`src/rtl/fx3_vector_responder.sv`:
```
// Receiving end of the FX3 four-phase vector handshake: captures each word,
// checks it against an incrementing sequence and returns ack.
module fx3_vector_responder #(
   parameter int          DW          = 23,
   parameter int          ACK_DELAY   = 2,
   parameter int          TIMEOUT     = 255,
   parameter int          NUM_VECTORS = 16,
   parameter int unsigned SEED        = 0
) (
   input  logic          clk,
   input  logic          arst,
   input  logic          ena,
   input  logic          intr,
   input  logic [DW-1:0] data_in,
   output logic          ack,
   output logic [DW-1:0] data_rx,
   output logic          rx_valid,
   output logic [7:0]    err_cnt,
   output logic [15:0]   word_cnt,
   output logic [3:0]    specreg,
   output logic          done,
   output logic [2:0]    state_dbg
);

   // Handshake: a word is valid while intr is high; it is captured on the
   // first IDLE edge that sees ena && intr, ack is raised ACK_DELAY+1 edges
   // later and dropped on the edge that samples intr low.
   typedef enum logic [2:0] {
      S_IDLE     = 3'd0,
      S_DELAY    = 3'd1,
      S_ACK      = 3'd2,
      S_WAIT_LOW = 3'd3,
      S_DONE     = 3'd4
   } state_t;

   state_t        state;
   logic [DW-1:0] exp_word;
   logic [7:0]    dly_cnt;
   logic [7:0]    to_cnt;

   assign state_dbg = state;

   always_ff @(posedge clk) begin
      if (!arst) begin
         state    <= S_IDLE;
         exp_word <= DW'(SEED);
         dly_cnt  <= 8'd0;
         to_cnt   <= 8'd0;
         ack      <= 1'b0;
         data_rx  <= '0;
         rx_valid <= 1'b0;
         err_cnt  <= 8'd0;
         word_cnt <= 16'd0;
         specreg  <= 4'd0;
         done     <= 1'b0;
      end else begin
         rx_valid <= 1'b0;
         case (state)
            S_IDLE: begin
               if (ena && intr) begin
                  data_rx  <= data_in;
                  rx_valid <= 1'b1;
                  if (data_in != exp_word) begin
                     specreg[0] <= 1'b1;
                     if (err_cnt != 8'hFF) err_cnt <= err_cnt + 8'd1;
                  end
                  // The sequence keeps advancing after a mismatch so one bad
                  // word does not cascade into errors on every later word.
                  exp_word <= exp_word + DW'(1);
                  word_cnt <= word_cnt + 16'd1;
                  dly_cnt  <= 8'(ACK_DELAY);
                  state    <= S_DELAY;
               end
            end
            S_DELAY: begin
               if (!ena) begin
                  state <= S_IDLE;
               end else if (!intr) begin
                  specreg[1] <= 1'b1;
                  state      <= S_IDLE;
               end else if (dly_cnt == 8'd0) begin
                  ack    <= 1'b1;
                  to_cnt <= 8'd0;
                  state  <= S_ACK;
               end else begin
                  dly_cnt <= dly_cnt - 8'd1;
               end
            end
            S_ACK: begin
               if (!ena) begin
                  ack   <= 1'b0;
                  state <= S_IDLE;
               end else if (!intr) begin
                  ack <= 1'b0;
                  if (word_cnt == 16'(NUM_VECTORS)) begin
                     done       <= 1'b1;
                     specreg[3] <= 1'b1;
                     state      <= S_DONE;
                  end else begin
                     state <= S_IDLE;
                  end
               end else if (to_cnt + 8'd1 == 8'(TIMEOUT)) begin
                  ack        <= 1'b0;
                  specreg[2] <= 1'b1;
                  state      <= S_WAIT_LOW;
               end else begin
                  to_cnt <= to_cnt + 8'd1;
               end
            end
            S_WAIT_LOW: begin
               if (!ena || !intr) state <= S_IDLE;
            end
            S_DONE: begin
               done <= 1'b1;
            end
            default: state <= S_IDLE;
         endcase
      end
   end

endmodule

```
`config.mk`:
```
export PLATFORM = sky130hd
export DESIGN_NAME = fx3_vector_responder
export DESIGN_NICKNAME = d
export VERILOG_FILES = /design/src/rtl/fx3_vector_responder.sv
export SDC_FILE = /design/constraint.sdc
export NUM_CORES = 1
export LEC_CHECK = 0
export BUFFER_PORTS_ARGS = -buffer_cell sky130_fd_sc_hd__buf_4
export CORE_ASPECT_RATIO = 0.8
export CORE_MARGIN = 4
export CORE_UTILIZATION = 50
export DETAILED_ROUTE_END_ITERATION = 12
export PLACE_DENSITY = 0.8
export SLEW_MARGIN = 20
export SYNTH_ARGS = -nofsm -noshare
export SYNTH_HDL_FRONTEND = slang
export SYNTH_SLANG_ARGS = --single-unit
```
`constraint.sdc`:
```
create_clock -name clk -period 1.9 [get_ports clk]
set_input_delay 0.285 -clock clk [delete_from_list [all_inputs] [get_ports clk]]
set_output_delay 0.285 -clock clk [all_outputs]
set_load 0.05 [all_outputs]
```
==> reports/qor.yml <==
global_routing:
  vias_in_the_first_global_route: 3655
  pin_count_of_the_biggest_net_entering_global_routing: 36
  grt_usage_pct: 20.1
  grt_remaining_overflow: 0
  antenna_found_initial: 0
  first_pass_grt_wire_length_microns: 17200
floorplan:
  design.die.area_sq_um: 10500
  placementRows: 30
  ios: 84
  die_h_microns: 92.5
  core_area_sq_um: 8600
  initial_core_utilization_pct: 51.9
  die_width_microns: 114
pwr:
  total_leakage_power_nw: 2.26
  power_density_nw_per_um2: 691
  peakVddDrop_mv: 0.560
status:
  outcome: "complete, no violations"
placed_design:
  portBuffers: 83
  hpwlAfterDp_microns: 7920
  gp_congestion: 0.814
final_layout:
  multiInputGateArea_sq_um: 2500
  drive_gt1_share_pct: 24.2
  layout.area.seq_sq_um: 1930
  layout-area-overhead-vs-synth_pct: 26.5
  final_antenna_diode_count: 0
  fillCellCount: 708
  finalCoreUtilization_pct: 65.6
  finalNetCount: 668
timing:
  grt_setup_unrepaired: "true"
  maxClockFrequency_mhz: 543
  timing.max_slew.rel_slack_pct: 68.4
  finalHoldViolations: 0
  worst_pin_slew_ns: 0.472
  min_period_ns: 1.84
  portion_of_the_clock_cycle_consumed_by_the_worst_path_in_the_final_layout_pct: 97.0
  timing.final.setup_violations: 0
  timing.setup.tns_ns: 0
  final.setup_skew_ns: 0.0136
  timing.final.max_slew_violations: 0
route:
  dr.max_layer_used: "met4"
  detail-route-antenna-nets: 0
  met1Wirelength_microns: 5060
  drc: 0
  sum_of_met2_wire_segment_lengths_after_detailed_routing_microns: 4970
  route.detailed.vias_per_inst: 5.41
  dr.first_iter.drc_count: 195
  wire_per_inst_microns: 14.5
  via_count: 4053
  routed-wl-met3_microns: 636
  firstDrtPassIters: 6
  finalWirelength_microns: 10900
clock_network:
  clk-insertion-delay-late_ns: 0.37
  clock_sink_count: 96
  h_tree_lvl_count: 3
  cts-buffers-inserted: 9
  cts_hold_buffers: 0
  clock_path_buffers: 2
  cts-root-buf: "clkbuf_8"
  tritoncts: "done"
  cts.reportedPaths.clkPinSlew_ns: 0.09
setup_path:
  worstSetupEndpointType: "flip-flop"
  setup.worst_path.start_class: "flip-flop"
  timing.critical_path.slowest_cell_delay_ns: 0.40
  worstPathCellList: "buf_6 -> inv_4 -> ha_4 -> nand2_4 -> a2111oi_4 -> o211ai_4 -> nand3_4 -> nor3_2 -> a211o_1"
  worstPathRequired_ns: 2.16
  crit_arrival_ns: 2.10
  class_of_the_most_critical_setup_path: "flip-flop to flip-flop"
  worst-path-max-fanout: 8
  timing.critical_path.slowest_stage_cell: "a2111oi_4"
synthesis:
  synth.net_count: 562
  gate_count_after_technology_mapping: 527
  synthesis.area_sq_um: 4460
  synth-seq-cells: 96
  synth-async-reset-ratio_pct: 0
  syn_area_per_cell_sq_um: 8.46
  count_of_synthesis_stage_warnings_from_yosys: 0
  ys_types: 51
  netlist_top_cells_area: "dfxtp_1 (43%), xnor2_1 (7.9%), nand2_1 (7.5%)"
  synth_seq_area_share_pct: 43.1
  synth_ff_type: "dfxtp_1"
  synth-edff-count: 0
  synthDominantCellAreaShare_pct: 43.1
  yosysTopAreaCell: "dfxtp_1"
hold_path:
  hold_class: "input port to flip-flop"
flow_run:
  max-cap-violations: 0
synth_stat cells (all sizes together) (2+ instances only):
cell and n:
or3 7, nor2 56, o21a 3, nor3b 2, nor2b 2, nor4 5
nand4b 2, a31oi 2, and4 7, mux2i 5, xor2 22, a21oi 37
inv 10, nand2 90, buf 4, a21bo 2, nand3 26, xnor2 40
and3b 2, nand2b 6, dfxtp 96, and2 15, nor3 6, a211oi 2
nand4 20, ha 8, and3 8, clkbuf 13, a211o 3, o21ai 15
registers in the layout, indices dropped and copies added (netlist names):
name	count
err_cnt	8
dly_cnt	8
rx_valid	1
specreg	4
ack	1
to_cnt	8
word_cnt	16
exp_word	23
state_dbg	3
done	1
data_rx	23
worst max-delay path, delay by kind of cell (launching register included):
family,cells,cell delay (ns)
and+or+nand+nor,3,0.28
buffers and inverters,2,0.17
DFF,1,0.34
AOI/OAI and AO/OA,3,0.82
adders and majority gates,1,0.13
metrics by stage:
stage | power, W | worst slack (ns) | hold slack (ns) | cell area [sq um] | instances
final | 0.00390 | 0.0568 | 0.171 | 5640 | 749
after global routing | 0.00406 | -0.0425 | 0.158 | 5640 | 749
after CTS | 0.00394 | 0.0160 | 0.153 | 5540 | 747
after detailed placement | 0.00263 | 0.0413 | 0.449 | 5360 | 732
after global placement | 0.00262 | 0.0727 | 0.444 | 5360 | 732
after floorplan | 0.00245 | 0.0162 | 0.421 | 4460 | 527
repair_timing:
| item | in CTS | in global routing |
|---|---|---|
| gates resized for setup | 0 | 21 |
| endpoints found under the setup margin | 0 | 19 |
| buffers inserted | 0 | 2 |
placed cells by master (no fill, tap or decap), types with 2 or more instances in the layout:
cell type   instances
buf_4             111
dfxtp_1            93
nand2_1            88
nor2_1             53
xnor2_1            38
a21oi_1            35
nand3_1            25
xor2_1             22
nand4_1            20
and2_1             15
o21ai_0            13
clkbuf_8            9
inv_1               8
and3_1              7
or3_1               7
nand2b_1            6
and4_1              6
ha_1                6
mux2i_1             5
nor3_1              4
nor4_1              3
o21a_1              3
nor2_2              3
a211o_1             3
dfxtp_2             3
and3b_1             2
nor4_2              2
nor3_2              2
a211oi_1            2
xnor2_2             2
a21oi_4             2
o21ai_1             2
nand4b_1            2
a31oi_1             2
clkinvlp_4          2
metal layers:
metal  vias to the layer above  track usage (%)
li1                       2011                -
met1                      1905             27.8
met2                       122             30.4
met3                        15             4.70
met4                         0             7.21
met5                         -                0
logic make-up after synthesis:
family / Yosys count / share of synthesized area [%]
and+or+nand+nor: 257 / 28.5
DFF: 96 / 43.1
AOI/OAI and AO/OA: 72 / 10.4
xor gates and xnor gates: 62 / 12.2
buffers and inverters: 27 / 2.50
adders and majority gates: 8 / 2.25
muxes: 5 / 1.12
report_power, final:
| part | leakage (nW) | switching [W] | internal, W |
|---|---|---|---|
| logic | 1.39 | 0.000313 | 0.000182 |
| clock network | 0.0883 | 0.000702 | 0.000602 |
| registers | 0.779 | 0.0000404 | 0.00206 |
final cells by class:
type | count | share of cell area, %
Multi-Input combinational cell | 404 | 44.4
Tap cell | 112 | 2.48
Clock inverter | 5 | 1.04
Inverter | 10 | 0.710
Sequential cell | 96 | 34.1
Timing Repair Buffer | 112 | 15.0
Clock buffer | 10 | 2.26
path summary, 6_finish.rpt:
kind	slack, ns	from	depth (start not counted)	to
setup / recovery	0.06	to_cnt[0]$_SDFFE_PN0P_	9	to_cnt[2]$_SDFFE_PN0P_
setup reg to reg	0.06	to_cnt[0]$_SDFFE_PN0P_	9	to_cnt[2]$_SDFFE_PN0P_
hold / removal	0.17	data_in[15]	3	data_rx[15]$_SDFFE_PN0P_
hold reg to reg	0.46	data_rx[16]$_SDFFE_PN0P_	2	data_rx[16]$_SDFFE_PN0P_
No activity file was read; power rests on OpenSTA's default activity.
